===== src/rtl/instr_fetch_pkg.sv =====
// rtl/instr_fetch_pkg.sv - shared constants, state encoding and hold-count helper for the fetch unit
//
// Purpose: widths, instruction class encodings, class field position, FSM
//          state encoding and the per-class hold-count function. The control
//          unit imports the same class constants.
// Ports:   none (package).
package instr_fetch_pkg;

  localparam int INSTR_WIDTH  = 20;
  localparam int ADDR_BITS    = 5;
  localparam int STD_CYCLES   = 3;
  localparam int LOAD_CYCLES  = 4;
  localparam int STORE_CYCLES = 3;

  // Wide enough for the longest hold plus the extra first-instruction cycle.
  localparam int CNT_BITS = 3;

  // Class field position inside an instruction word.
  localparam int CLS_HI = 19;
  localparam int CLS_LO = 18;

  localparam logic [1:0] CLS_HALT  = 2'b00;
  localparam logic [1:0] CLS_STD   = 2'b01;
  localparam logic [1:0] CLS_LOAD  = 2'b10;
  localparam logic [1:0] CLS_STORE = 2'b11;

  typedef enum logic [1:0] {
    ST_IDLE = 2'b00,
    ST_RUN  = 2'b01,
    ST_HALT = 2'b10
  } state_e;

  // Number of cycles the control unit spends on an instruction of this class.
  function automatic logic [CNT_BITS-1:0] hold_cycles(input logic [1:0] cls);
    case (cls)
      CLS_STD:   return CNT_BITS'(STD_CYCLES);
      CLS_LOAD:  return CNT_BITS'(LOAD_CYCLES);
      CLS_STORE: return CNT_BITS'(STORE_CYCLES);
      default:   return '0;
    endcase
  endfunction

endpackage


===== src/rtl/instr_fetch_if.sv =====
// rtl/instr_fetch_if.sv - program-write and instruction-presentation bus of the fetch unit
//
// Purpose: groups the run request, the instruction memory write port and the
//          instruction outputs toward the control unit.
// Signals: run, prog_we, prog_addr, prog_data (into the fetch unit);
//          instr, pc, instr_valid, halted (out of the fetch unit);
//          pc_load, pc_load_addr only when IFU_PC_LOAD_EN is defined.
// Modports: slave = fetch unit side, master = driver/observer side.
interface instr_fetch_if;
  import instr_fetch_pkg::*;

  logic                   run;
  logic                   prog_we;
  logic [ADDR_BITS-1:0]   prog_addr;
  logic [INSTR_WIDTH-1:0] prog_data;
  logic [INSTR_WIDTH-1:0] instr;
  logic [ADDR_BITS-1:0]   pc;
  logic                   instr_valid;
  logic                   halted;
`ifdef IFU_PC_LOAD_EN
  logic                   pc_load;
  logic [ADDR_BITS-1:0]   pc_load_addr;

  modport slave (
    input  run, prog_we, prog_addr, prog_data, pc_load, pc_load_addr,
    output instr, pc, instr_valid, halted
  );
  modport master (
    output run, prog_we, prog_addr, prog_data, pc_load, pc_load_addr,
    input  instr, pc, instr_valid, halted
  );
`else
  modport slave (
    input  run, prog_we, prog_addr, prog_data,
    output instr, pc, instr_valid, halted
  );
  modport master (
    output run, prog_we, prog_addr, prog_data,
    input  instr, pc, instr_valid, halted
  );
`endif

endinterface


===== src/rtl/instr_mem.sv =====
// rtl/instr_mem.sv - 2^ADDR_BITS x INSTR_WIDTH instruction store
//
// Purpose: synchronous write, combinational read. Contents are never reset.
// Ports:   clk; we_i, waddr_i, wdata_i (write port); raddr_i -> rdata_o (read).
module instr_mem
  import instr_fetch_pkg::*;
(
  input  logic                   clk,
  input  logic                   we_i,
  input  logic [ADDR_BITS-1:0]   waddr_i,
  input  logic [INSTR_WIDTH-1:0] wdata_i,
  input  logic [ADDR_BITS-1:0]   raddr_i,
  output logic [INSTR_WIDTH-1:0] rdata_o
);

  logic [INSTR_WIDTH-1:0] mem_q [2**ADDR_BITS];

  // A write and a fetch of the same address on one edge see the old word,
  // since the fetch samples rdata_o before this update lands.
  always_ff @(posedge clk) begin
    if (we_i) begin
      mem_q[waddr_i] <= wdata_i;
    end
  end

  assign rdata_o = mem_q[raddr_i];

endmodule


===== src/rtl/instr_fetch.sv =====
// rtl/instr_fetch.sv - instruction fetch unit feeding the control unit
//
// Purpose: program counter plus hold counter; presents each instruction for
//          the number of cycles its class needs, halts on class-00 words or
//          after the last address. Optional macro IFU_PC_LOAD_EN adds a
//          pending PC redirect taken at the next instruction boundary.
// Ports:   clk, rst (sync, active-high); ifu_bus (instr_fetch_if.slave):
//          run, prog_we/prog_addr/prog_data in; instr, pc, instr_valid,
//          halted out; pc_load/pc_load_addr in with IFU_PC_LOAD_EN.
module instr_fetch
  import instr_fetch_pkg::*;
(
  input  logic          clk,
  input  logic          rst,
  instr_fetch_if.slave  ifu_bus
);

  state_e                 state_q, state_d;
  logic [INSTR_WIDTH-1:0] instr_q, instr_d;
  logic [ADDR_BITS-1:0]   pc_q, pc_d;
  logic                   valid_q, valid_d;
  logic                   halted_q, halted_d;
  logic [CNT_BITS-1:0]    cnt_q, cnt_d;

  logic [ADDR_BITS-1:0]   next_pc;
  logic [ADDR_BITS-1:0]   rd_addr;
  logic [INSTR_WIDTH-1:0] rd_word;
  logic [1:0]             rd_cls;
  logic                   redirect;
  logic [ADDR_BITS-1:0]   redirect_addr;

`ifdef IFU_PC_LOAD_EN
  logic                   pend_q, pend_d;
  logic [ADDR_BITS-1:0]   pend_addr_q, pend_addr_d;

  // A pulse on the boundary cycle itself wins over an older pending load.
  assign redirect      = ifu_bus.pc_load | pend_q;
  assign redirect_addr = ifu_bus.pc_load ? ifu_bus.pc_load_addr : pend_addr_q;
`else
  assign redirect      = 1'b0;
  assign redirect_addr = '0;
`endif

  assign next_pc = redirect ? redirect_addr : pc_q + 1'b1;
  // IDLE always fetches address 0; RUN pre-reads the word for the next boundary.
  assign rd_addr = (state_q == ST_RUN) ? next_pc : '0;
  assign rd_cls  = rd_word[CLS_HI:CLS_LO];

  instr_mem u_mem (
    .clk     (clk),
    .we_i    (ifu_bus.prog_we),
    .waddr_i (ifu_bus.prog_addr),
    .wdata_i (ifu_bus.prog_data),
    .raddr_i (rd_addr),
    .rdata_o (rd_word)
  );

  always_ff @(posedge clk) begin
    if (rst) begin
      state_q  <= ST_IDLE;
      instr_q  <= '0;
      pc_q     <= '0;
      valid_q  <= 1'b0;
      halted_q <= 1'b0;
      cnt_q    <= '0;
    end else begin
      state_q  <= state_d;
      instr_q  <= instr_d;
      pc_q     <= pc_d;
      valid_q  <= valid_d;
      halted_q <= halted_d;
      cnt_q    <= cnt_d;
    end
  end

`ifdef IFU_PC_LOAD_EN
  always_ff @(posedge clk) begin
    if (rst) begin
      pend_q      <= 1'b0;
      pend_addr_q <= '0;
    end else begin
      pend_q      <= pend_d;
      pend_addr_q <= pend_addr_d;
    end
  end
`endif

  always_comb begin
    state_d  = state_q;
    instr_d  = instr_q;
    pc_d     = pc_q;
    valid_d  = valid_q;
    halted_d = halted_q;
    cnt_d    = cnt_q;
`ifdef IFU_PC_LOAD_EN
    pend_d      = pend_q;
    pend_addr_d = pend_addr_q;
`endif

    case (state_q)
      ST_IDLE: begin
        instr_d  = '0;
        valid_d  = 1'b0;
        halted_d = 1'b0;
        cnt_d    = '0;
        if (ifu_bus.run) begin
          pc_d = '0;
          if (rd_cls == CLS_HALT) begin
            state_d  = ST_HALT;
            halted_d = 1'b1;
          end else begin
            state_d = ST_RUN;
            instr_d = rd_word;
            valid_d = 1'b1;
            // Extra cycle covers the control unit's reset-to-decode step.
            cnt_d   = hold_cycles(rd_cls) + CNT_BITS'(1);
          end
        end
      end

      ST_RUN: begin
        if (cnt_q > CNT_BITS'(1)) begin
          cnt_d = cnt_q - CNT_BITS'(1);
`ifdef IFU_PC_LOAD_EN
          if (ifu_bus.pc_load) begin
            pend_d      = 1'b1;
            pend_addr_d = ifu_bus.pc_load_addr;
          end
`endif
        end else begin
          // Last hold cycle: the next word is loaded on this edge, no bubble.
`ifdef IFU_PC_LOAD_EN
          pend_d = 1'b0;
`endif
          if (!redirect && (pc_q == '1)) begin
            state_d  = ST_HALT;
            instr_d  = '0;
            valid_d  = 1'b0;
            halted_d = 1'b1;
            cnt_d    = '0;
          end else begin
            pc_d = next_pc;
            if (rd_cls == CLS_HALT) begin
              state_d  = ST_HALT;
              instr_d  = '0;
              valid_d  = 1'b0;
              halted_d = 1'b1;
              cnt_d    = '0;
            end else begin
              instr_d = rd_word;
              cnt_d   = hold_cycles(rd_cls);
            end
          end
        end
      end

      ST_HALT: begin
        instr_d  = '0;
        valid_d  = 1'b0;
        halted_d = 1'b1;
        cnt_d    = '0;
      end

      default: begin
        state_d  = ST_IDLE;
        instr_d  = '0;
        pc_d     = '0;
        valid_d  = 1'b0;
        halted_d = 1'b0;
        cnt_d    = '0;
      end
    endcase

`ifdef IFU_PC_LOAD_EN
    if (state_q != ST_RUN) begin
      pend_d = 1'b0;
    end
`endif
  end

  assign ifu_bus.instr       = instr_q;
  assign ifu_bus.pc          = pc_q;
  assign ifu_bus.instr_valid = valid_q;
  assign ifu_bus.halted      = halted_q;

endmodule

===== src/flat_wrapper.sv =====
// flat-port wrapper written by rule: the top's interface ports become plain ports
module instr_fetch_flat import instr_fetch_pkg::*;
  (clk, rst, ifu_bus_run, ifu_bus_prog_we, ifu_bus_prog_addr, ifu_bus_prog_data, ifu_bus_instr, ifu_bus_pc, ifu_bus_instr_valid, ifu_bus_halted);
  instr_fetch_if ifu_bus_i ();
  input  logic clk;
  input  logic rst;
  input wire logic [$bits(ifu_bus_i.run)-1:0] ifu_bus_run;
  input wire logic [$bits(ifu_bus_i.prog_we)-1:0] ifu_bus_prog_we;
  input wire logic [$bits(ifu_bus_i.prog_addr)-1:0] ifu_bus_prog_addr;
  input wire logic [$bits(ifu_bus_i.prog_data)-1:0] ifu_bus_prog_data;
  output wire logic [$bits(ifu_bus_i.instr)-1:0] ifu_bus_instr;
  output wire logic [$bits(ifu_bus_i.pc)-1:0] ifu_bus_pc;
  output wire logic [$bits(ifu_bus_i.instr_valid)-1:0] ifu_bus_instr_valid;
  output wire logic [$bits(ifu_bus_i.halted)-1:0] ifu_bus_halted;
  assign ifu_bus_i.run = ifu_bus_run;
  assign ifu_bus_i.prog_we = ifu_bus_prog_we;
  assign ifu_bus_i.prog_addr = ifu_bus_prog_addr;
  assign ifu_bus_i.prog_data = ifu_bus_prog_data;
  assign ifu_bus_instr = ifu_bus_i.instr;
  assign ifu_bus_pc = ifu_bus_i.pc;
  assign ifu_bus_instr_valid = ifu_bus_i.instr_valid;
  assign ifu_bus_halted = ifu_bus_i.halted;
  instr_fetch u_core (.clk(clk), .rst(rst), .ifu_bus(ifu_bus_i));
endmodule

===== config.mk =====
export PLATFORM = sky130hd
export DESIGN_NAME = instr_fetch_flat
export DESIGN_NICKNAME = d
export VERILOG_FILES = /design/src/rtl/instr_fetch_pkg.sv /design/src/rtl/instr_fetch_if.sv /design/src/rtl/instr_mem.sv /design/src/rtl/instr_fetch.sv /design/src/flat_wrapper.sv
export SDC_FILE = /design/constraint.sdc
export NUM_CORES = 1
export LEC_CHECK = 0
export CAP_MARGIN = 40
export CORE_MARGIN = 5
export CORE_UTILIZATION = 35
export DETAILED_ROUTE_END_ITERATION = 10
export PLACE_DENSITY_LB_ADDON = 0.08
export SKIP_LAST_GASP = 1
export SYNTH_ARGS = -nofsm -noshare
export SYNTH_HDL_FRONTEND = slang
export SYNTH_SLANG_ARGS = --single-unit
export TNS_END_PERCENT = 5

===== constraint.sdc =====
create_clock -name clk -period 7.6 [get_ports clk]
set_input_delay 1.14 -clock clk [delete_from_list [all_inputs] [get_ports clk]]
set_output_delay 1.14 -clock clk [all_outputs]
set_load 0.02 [all_outputs]

## After elaboration in Yosys (flattened, before gate mapping)

Memory sizes are Yosys's and may differ from the RTL's.
Index checks and enable logic that the tools add are counted.

- Bits in registers: 32
- Bits in writable memories: 640
- Input port bits: 29
- Output and inout port bits: 27
- Logic and storage cells: 68
- Memories: 1

- Add/sub/neg operators: 3
- Order comparisons: 1
- Eq/ne operators: 10
- Muxes and demuxes: 40
- Bitwise operators: 1
- Reduce and logical (&&, ||, !) cells: 6

Memory list:

| name | depth | bits a word | rd ports | clocked after Yosys merged registers in | wr ports | RTL line | source |
|---|---|---|---|---|---|---|---|
| u_core.u_mem.mem_q | 32 | 20 | 1 | 0 | 1 | instr_mem.sv:16 | `logic [INSTR_WIDTH-1:0] mem_q [2**ADDR_BITS];` |

Operators by type and width:

| kind | number |
|---|---|
| $mux 20 | 4 |
| $pmux 20 s2 | 1 |
| $mux 3 | 8 |
| $mux 5 | 4 |
| $pmux 5 s3 | 1 |
| $mux 1 | 12 |
| $pmux 3 s2 | 2 |
| $mux 2 | 5 |
| $reduce_and 4->1 | 2 |
| $eq 2x2->1 const B | 3 |
| $ne 2x2->1 const B | 3 |
| $pmux 2 s3 | 1 |
| $add 5x1->5 const B | 1 |
| $eq 5x5->1 const B | 1 |
| $eq 2x1->1 const B | 2 |
| $logic_not 2->1 | 2 |
| $add 3x1->3 const B | 1 |
| $gt 3x1->1 const B | 1 |
| $ne 3x3->1 const B | 1 |
| $pmux 1 s3 | 1 |
| $sub 3x1->3 const B | 1 |
| $pmux 1 s2 | 1 |
| $reduce_and 2->1 | 1 |
| $reduce_or 2->1 | 1 |
| $not 1->1 | 1 |

## Longest topological paths before layout

Gate-level depths: netlist of run 1.
An unclocked memory read counts as a cell.

- Depth after elaboration: 13
- Mapped depth: 12
- Gate-level depth less buffers: 9

## By module

Synthesis of run 1 repeated with hierarchy kept, for this count alone.

- Cells, all modules: 1583
- Area, all modules: 26754.4 µm²

By module, submodules not included:

| module | times used | cells each | area an instance (µm²) | sequential area each (µm²) |
|---|---|---|---|---|
| instr_mem | 1 | 1394 | 25152.9 | 19218.4 |
| instr_fetch | 1 | 189 | 1601.5 | 640.6 |

## Least setup slack after synthesis of run 1

OpenSTA, ideal clock, no wires.

- Path type: input-to-reg
- From: input ifu_bus_prog_addr[0]
- To: memory u_core.u_mem.mem_q[12][0], enable pin
- Library setup time: 0.397 ns
- Arrival: 2.657 ns
- Required time: 7.203 ns
- Path slack: 4.546 ns
- Stages on the path: 3
- Path buffers: 1
- Cells stage by stage: or3b_2 > clkbuf_1 > nor2_1

RTL lines:

| what | RTL line | source |
|---|---|---|
| start: declaration | flat_wrapper.sv:9 | `input wire logic [$bits(ifu_bus_i.prog_addr)-1:0] ifu_bus_prog_addr;` |
| end: declaration | instr_mem.sv:16 |  |

Straight into the memory's write port.

## Worst setup path in the final report of run 1

- From: register u_core.pc_q[0] (netlist: u_core.ifu_bus.pc[0])
- To: register u_core.instr_q[16] (netlist: u_core.ifu_bus.instr[16])

- Word-level cells in the longest chain between the ends: 8
- Elaborated cells on any way between the ends: 10
- Those cells by class: add/sub: 1; eq/ne: 1; mux: 6; reduce/logical: 1; memory: 1

RTL lines:

| what | RTL line | source |
|---|---|---|
| start: declaration | instr_fetch.sv:20 | `logic [ADDR_BITS-1:0] pc_q, pc_d;` |
| start signal: assignment | instr_fetch.sv:69 | `pc_q <= pc_d;` |
| $add 5x1->5 | instr_fetch.sv:44 | `assign next_pc = redirect ? redirect_addr : pc_q + 1'b1;` |
| $mux 5 | instr_fetch.sv:46 | `assign rd_addr = (state_q == ST_RUN) ? next_pc : '0;` |
| $mem_v2 32x20 | - |  |
| $logic_not 2->1 | instr_fetch.sv:108, instr_fetch.sv:143 |  |
| $mux 20 | instr_fetch.sv:108, instr_fetch.sv:143 |  |
| $mux 20 | instr_fetch.sv:135 | `if (!redirect && (pc_q == '1)) begin` |
| $mux 20 | instr_fetch.sv:122 | `if (cnt_q > CNT_BITS'(1)) begin` |
| $pmux 20 s2 (*) | instr_fetch.sv:100 | `case (state_q)` |
| end signal: assignment | instr_fetch.sv:68 | `instr_q <= instr_d;` |
| end: declaration | instr_fetch.sv:19 | `logic [INSTR_WIDTH-1:0] instr_q, instr_d;` |

Every way passes the cells marked *; elsewhere a longest branch is shown, timed or not. The select of a mux whose other input is x is not followed.
A chain may end at the register's enable or synchronous reset.

==> results.sh, run 1 <==
export IMPL_cts_clk_slew_worst_paths_ns=0.06
export IMPL_fillers=6833
export IMPL_power_internal_mw=6.82
export IMPL_p_comb_share_pct=18.6
export IMPL_startpoint_type="register"
export IMPL_tightest_slew_ns=0.874
export IMPL_cp_slowest_cell="and2_2"
export IMPL_pre_cts_slack_ns=3.65
export IMPL_core_area_um2=75900
export IMPL_clock_latency_ns=0.60
export IMPL_p_sw_mw=2.60
export IMPL_powerDensity_nw_per_um2=295
export IMPL_ant_nets=0
export IMPL_vias=15500
export IMPL_synth_edf_count=640
export IMPL_synth_area_leader_cell="edfxtp_1"
export IMPL_start_util_pct=35.3
export IMPL_antenna_found_initial=4
export IMPL_r2r_cells=11
export IMPL_post_dp_hpwl_um=46500
export IMPL_synth_fp_nets=1758
export IMPL_hp_class="register to register"
export IMPL_grt_max_degree=136
export IMPL_synthTopCellsByArea="edfxtp_1 72%, mux4_2 3.6%, nand2_1 3.0%, a211oi_1 2.6%, dfxtp_1 2.4%"
export IMPL_min_from="u_core.ifu_bus.instr[10]$_SDFFE_PP0N_"
export IMPL_yosysSeqAreaShare_pct=74.0
export IMPL_area_growth_syn_to_layout_pct=18.9
export IMPL_rsz0062_at_grt="no"
export IMPL_hold_violations=0
export IMPL_slew_violations=0
export IMPL_grt_pass1_wl_um=113000
export IMPL_p_seq_share_pct=44.5
export IMPL_max_clock_freq_ghz=0.255
export IMPL_critPathBufInv=2
export IMPL_layoutNonFillerInstCount=2911
export IMPL_whs_endpoint="u_core.ifu_bus.instr[10]$_SDFFE_PP0N_"
export IMPL_r2r_setup_slack_ns=3.68
export IMPL_drcViolationCount=0
export IMPL_leakage_nw=10.4
export IMPL_fp_dieW_um=287
export IMPL_r2r_end="u_core.ifu_bus.instr[16]$_SDFFE_PP0N_"
export IMPL_avgViaCountPerCell=5.33
export IMPL_drt_wl_total_um=79100
export IMPL_tns_ns=0
export IMPL_synth_area_um2=26800
export IMPL_netlist_top_cells_count="640 x edfxtp_1, 211 x nand2_1, 94 x nor2b_1, 93 x a211oi_1, 90 x a31oi_1"
export IMPL_gp_congestion=0.733
export IMPL_dr_pass1_iters=7
export IMPL_worst_ep_required_time_ns=8.12
export IMPL_path_delay_family="simple AND/OR/NAND/NOR gates"
export IMPL_synth_top_area_share_pct=71.6
export IMPL_hold_depth=2
export IMPL_worst_slack_ns=3.68
export IMPL_cp_max_fo=67
export IMPL_track_usage_pct=19.0
export IMPL_routedWlPerCell_um=27.2
export IMPL_numCtsBuffers=76
export IMPL_die_y_um=287
export IMPL_first_global_vias=15400
export IMPL_skew_ns=0.0102
export IMPL_status="completed"
export IMPL_synth_cells=1721
export IMPL_crit_chain="buf_16, ha_1, and3_1, ha_1, and2_2, a211oi_1, a22oi_2, a32oi_4, buf_16, or4_1, a21oi_1"
export IMPL_synth_seq_cells=672
export IMPL_clock_sinks=672
export IMPL_cts_buffer_depth=3
export IMPL_cts_hold_buf=0
export IMPL_dieArea_um2=82300
export IMPL_post_cts_resized=0
export IMPL_drive_gt1_share_pct=14.7
export IMPL_clock_power_share_pct=36.9
export IMPL_maxCapViolCount=0
export IMPL_rows=101
export IMPL_io_pins=56
export IMPL_final_nets=1861
export IMPL_grt_ovfl_total=0
export IMPL_initialDrtViolationCount=1380
export IMPL_crit_start="u_core.ifu_bus.pc[0]$_SDFFE_PP0P_"
export IMPL_yosysMostFrequentCell="edfxtp_1"
export IMPL_setup_viol=0
export IMPL_irDropWorstVdd_mv=0.128
export IMPL_yosysUniqueCellTypes=59
export IMPL_fin_crit_sh_pct=51.5
export IMPL_critPathMaxStageDelay_ns=0.72
export IMPL_switching_share_pct=27.6
export IMPL_cts_tree="yes"
export IMPL_worstSetupPathType="register to register"
export IMPL_yosys_warnings=0
export IMPL_period_needed_ns=3.92
export IMPL_synthFlopType="edfxtp_1"
export IMPL_syn_area_per_cell_um2=15.6
export IMPL_portBuffers=55
export IMPL_async_flop_share_pct=0
export IMPL_cts_root_buffer="clkbuf_16"
export IMPL_end_kind="register"
export IMPL_worst_ep_arrival_time_ns=4.44
export IMPL_dp_cells=2776
export IMPL_slew_headroom_pct=41.7
export IMPL_post_cts_buffers=0
export IMPL_regToRegStartpoint="u_core.ifu_bus.pc[0]$_SDFFE_PP0P_"
export IMPL_cts_htree_levels=3
-- flip-flops by register name, summed over array words and instances (netlist names) --
| register | flops |
|---|---|
| u_core.u_mem.mem_q | 640 |
| u_core.cnt_q | 3 |
| u_core.ifu_bus.halted | 1 |
| u_core.ifu_bus.instr | 20 |
| u_core.state_q | 2 |
| u_core.ifu_bus.instr_valid | 1 |
| u_core.ifu_bus.pc | 5 |
-- tightest hold or removal path: cells and delay by family, from the launching register on --
kind            cells  cell delay, ns
compound gates      1            0.05
simple gates        1            0.05
flops               1            0.31
-- per-layer routing --
layer | global-route usage (%) | wire [µm]
met4 | 5.09 | 1760
met2 | 28.5 | 35000
met1 | 28.6 | 38000
met5 | 0 | 27
met3 | 3.25 | 4400
-- logic make-up after synthesis --
family / count (synthesis) / share of synthesized area (%)
DFF: 672 / 74.0
and+or+nand+nor: 451 / 7.91
AOI/OAI and AO/OA: 358 / 9.02
buffers and inverters: 121 / 2.17
muxes: 109 / 6.40
adders and majority gates: 8 / 0.373
xor gates and xnor gates: 2 / 0.0933
-- worst max path at each step --
| stage | end | slack (ns) | cells past startpoint |
|---|---|---|---|
| 6_report | u_core.ifu_bus.instr[16]$_SDFFE_PP0N_ | 3.68 | 11 |
| 4_1_cts | u_core.ifu_bus.instr[16]$_SDFFE_PP0N_ | 3.62 | 11 |
| 3_5_place_dp | u_core.ifu_bus.instr[3]$_SDFFE_PP0N_ | 3.65 | 11 |
| 3_3_place_gp | u_core.ifu_bus.halted$_SDFFE_PP0P_ | 2.94 | 9 |
| 5_1_grt | u_core.ifu_bus.instr[3]$_SDFFE_PP0N_ | 3.46 | 11 |
| 2_1_floorplan | u_core.u_mem.mem_q[12][0]$_DFFE_PP_ | 4.55 | 3 |
-- cell type report --
cell class	instances	area (µm²)	area share, %
tap	1030	1290	4.04
antenna	1	2.50	0.00785
inverter	7	26.3	0.0824
clock buffer	106	2050	6.42
clock inverter	28	259	0.812
timing repair buffer	139	1820	5.69
sequential	672	19900	62.3
multi-input combinational	928	6590	20.7
-- placed cells by master, fill, tap and decap left out, types with 3 or more instances in the layout --
cell             synthesis  final
inv_1                    7      7
edfxtp_1               640    640
a31oi_1                 90     90
nor2b_1                 94     93
buf_6                    4      3
clkinv_2                 0      6
clkbuf_1                50     28
or3b_2                   3      3
nand2_1                211    210
bufinv_16                0      5
a211oi_1                93     93
nand3b_1                 7      7
dfxtp_1                 32     31
buf_8                    0     21
or4_1                   18     18
buf_4                    9     36
and2_1                   7      6
ha_1                     8      8
clkbuf_16                0     77
a22oi_1                 56     56
buf_16                   0     22
o21ai_0                 63     62
nor2_4                   0     13
mux4_2                  43     43
mux4_1                   5      5
nand3_1                  5      5
clkinv_1                 0     14
mux2i_1                 57     57
nand2b_1                 4      3
and3_1                   3      3
inv_6                    0      3
a21oi_1                 30     30
nor2_1                  87     55
nor2_2                   0     19
clkdlybuf4s50_1          0     55
-- power by group through the flow --
stage / registers (mW) / logic [mW] / clock network [mW]
floorplan: 4.28 / 1.05 / 0
global placement: 4.29 / 1.69 / 0
detailed placement: 4.26 / 1.78 / 0
CTS: 4.19 / 1.79 / 3.57
global route: 4.20 / 1.91 / 3.71
finish: 4.19 / 1.75 / 3.48
-- metrics by stage --
| stage | hold slack (ns) | total power [mW] | util (%) | area (µm²) |
|---|---|---|---|---|
| 5_1_grt | 0.488 | 9.82 | 42.0 | 31900 |
| 2_1_floorplan | 0.511 | 5.33 | - | 26800 |
| 6_report | 0.453 | 9.42 | 42.0 | 31900 |
| 4_1_cts | 0.457 | 9.54 | 42.0 | 31900 |
| 3_3_place_gp | 0.447 | 5.98 | 37.7 | 28600 |
| 3_5_place_dp | 0.449 | 6.05 | 38.9 | 29600 |
No activity file was read; power rests on OpenSTA's default activity.
==> run 2, diff against run 1 <==
- clock period: 7.6 -> 3.3 ns (I/O delays scaled with it)
==> results.sh, run 2 (same netlist as run 1, synthesis figures left out) <==
export IMPL_status="completed"
export IMPL_r2r_end="u_core.state_q[1]$_SDFFE_PP0P_"
export IMPL_cts_tree="yes"
export IMPL_regToRegStartpoint="u_core.ifu_bus.pc[1]$_SDFFE_PP0P_"
export IMPL_cp_common_cell="buf_12"
export IMPL_ant_nets=0
export IMPL_setup_viol=0
export IMPL_crit_start="u_core.ifu_bus.pc[1]$_SDFFE_PP0P_"
export IMPL_hold_violations=0
export IMPL_vias=15500
export IMPL_startpoint_type="register"
export IMPL_worstSetupPathType="register to register"
export IMPL_first_global_vias=15500
export IMPL_grt_max_degree=88
export IMPL_r2r_setup_slack_ns=0.28
export IMPL_cts_root_buffer="clkbuf_16"
export IMPL_area_growth_syn_to_layout_pct=19.1
export IMPL_post_cts_buffers=0
export IMPL_start_util_pct=35.3
export IMPL_skew_ns=0.0220
export IMPL_end_kind="register"
export IMPL_max_clock_freq_ghz=0.331
export IMPL_cp_max_fo=27
export IMPL_dieArea_um2=82300
export IMPL_numCtsBuffers=76
export IMPL_portBuffers=55
export IMPL_cp_slowest_cell="mux4_2"
export IMPL_tightest_slew_ns=0.837
export IMPL_io_pins=56
export IMPL_slew_violations=0
export IMPL_crit_end="u_core.state_q[1]$_SDFFE_PP0P_"
export IMPL_avgViaCountPerCell=5.25
export IMPL_largest_register="u_core.u_mem.mem_q"
export IMPL_critPathMaxStageDelay_ns=0.54
export IMPL_cts_hold_buf=0
export IMPL_clock_sinks=672
export IMPL_grt_pass1_wl_um=112000
export IMPL_fin_crit_sh_pct=91.5
export IMPL_worst_ep_arrival_time_ns=3.53
export IMPL_rows=101
export IMPL_leakage_nw=10.5
export IMPL_routedWlPerCell_um=26.4
export IMPL_irDropWorstVdd_mv=0.283
export IMPL_antenna_found_initial=3
export IMPL_powerDensity_nw_per_um2=692
export IMPL_multi_input_area_um2=6590
export IMPL_crit_chain="ha_1, buf_12, mux4_2, and3_1, a2111oi_2, a41oi_2, a32oi_4, buf_12, o211ai_2, a221oi_2"
export IMPL_layoutNonFillerInstCount=2950
export IMPL_maxCapViolCount=0
export IMPL_largest_reg_flops=640
export IMPL_critPathBufInv=2
export IMPL_cp_depth=10
export IMPL_post_dp_hpwl_um=46000
export IMPL_final_area_um2=32000
export IMPL_slew_headroom_pct=44.2
export IMPL_core_area_um2=75900
export IMPL_drcViolationCount=0
export IMPL_drive_gt1_share_pct=16.6
export IMPL_fillers=6856
export IMPL_initialDrtViolationCount=1388
export IMPL_die_y_um=287
export IMPL_worst_ep_required_time_ns=3.81
export IMPL_path_delay_family="compound AO/OA/AOI/OAI gates"
export IMPL_post_dp_cell_area_um2=29500
export IMPL_dr_pass1_iters=6
export IMPL_drt_wl_total_um=77700
export IMPL_track_usage_pct=18.8
export IMPL_period_needed_ns=3.02
export IMPL_seq_area_um2=19900
export IMPL_fp_dieW_um=287
export IMPL_post_cts_resized=0
export IMPL_dp_cells=2806
export IMPL_r2r_cells=10
export IMPL_grt_ovfl_total=0
export IMPL_cts_clk_slew_worst_paths_ns=0.06
export IMPL_gp_congestion=0.770
export IMPL_min_from="u_core.ifu_bus.instr[8]$_SDFFE_PP0N_"
export IMPL_final_common_cell="edfxtp_1"
export IMPL_clock_latency_ns=0.61
export IMPL_rsz0062_at_grt="no"
export IMPL_hp_class="register to register"
export IMPL_tns_ns=0
export IMPL_final_nets=1891
export IMPL_cts_buffer_depth=3
export IMPL_cts_htree_levels=3
export IMPL_layout_common_cells="640 x edfxtp_1, 210 x nand2_1, 93 x nor2b_1, 93 x a211oi_1, 90 x a31oi_1"
## run 2: cell types whose count changed in the layout (fill, tap and decap cells not counted), moves of 3 or more
cell / change
buf_4: +49
buf_16: -22
buf_12: +21
buf_8: -15
clkbuf_1: -7
buf_6: -3
clkbuf_8: +3
clkinv_1: +3
clkinv_2: +3
## run 2: how the worst min path moves through the flow
stage                                           end  slack, ns  cells after the start
3_5_place_dp   u_core.ifu_bus.instr[8]$_SDFFE_PP0N_       0.45                      2
6_report       u_core.ifu_bus.instr[8]$_SDFFE_PP0N_       0.46                      2
4_1_cts        u_core.ifu_bus.instr[8]$_SDFFE_PP0N_       0.46                      2
3_3_place_gp   u_core.ifu_bus.instr[8]$_SDFFE_PP0N_       0.46                      2
5_1_grt        u_core.ifu_bus.instr[8]$_SDFFE_PP0N_       0.48                      2
2_1_floorplan        u_core.state_q[1]$_SDFFE_PP0P_       0.51                      2
## run 2: layout make-up
class,count,share of cell area [%]
flip-flops and latches,672,62.2
multi-input cells,928,20.6
clock buffers,104,6.61
repair buffers,169,5.44
well taps,1030,4.03
clock inverters,38,1.05
inverters,7,0.0822
diodes,2,0.0157
## run 2: per-layer routing
layer / global-route usage, % / wire, µm / vias to the layer above
met2: 27.9 / 34200 / 420
li1: - / - / 6996
met5: 0 / 13 / -
met1: 28.7 / 37500 / 7997
met4: 4.34 / 1210 / 2
met3: 3.71 / 4870 / 73
## run 2: per-stage QoR
stage	worst slack (ns)	util (%)	hold WS, ns	total power, mW
after floorplan	0.529	-	0.511	12.3
after global placement	0.276	38.7	0.461	14.0
after detailed placement	0.270	38.8	0.454	14.1
after CTS	0.233	42.1	0.460	22.4
after global routing	0.0847	42.1	0.484	23.1
final	0.280	42.1	0.458	22.1
## run 2: worst reg2reg max path, cell delays in order, from the launching register on
cell       delay, ns
dfxtp_1         0.34
ha_1            0.33
buf_12          0.21
mux4_2          0.57
and3_1          0.20
a2111oi_2       0.26
a41oi_2         0.10
a32oi_4         0.29
buf_12          0.22
o211ai_2        0.10
a221oi_2        0.30
## run 2: report_power, final
| part | switching, mW | total (mW) | internal, mW |
|---|---|---|---|
| Clock | 3.38 | 8.27 | 4.89 |
| Sequential | 0.123 | 9.65 | 9.52 |
| Combinational | 2.60 | 4.20 | 1.60 |
| Total | 6.11 | 22.1 | 16.0 |
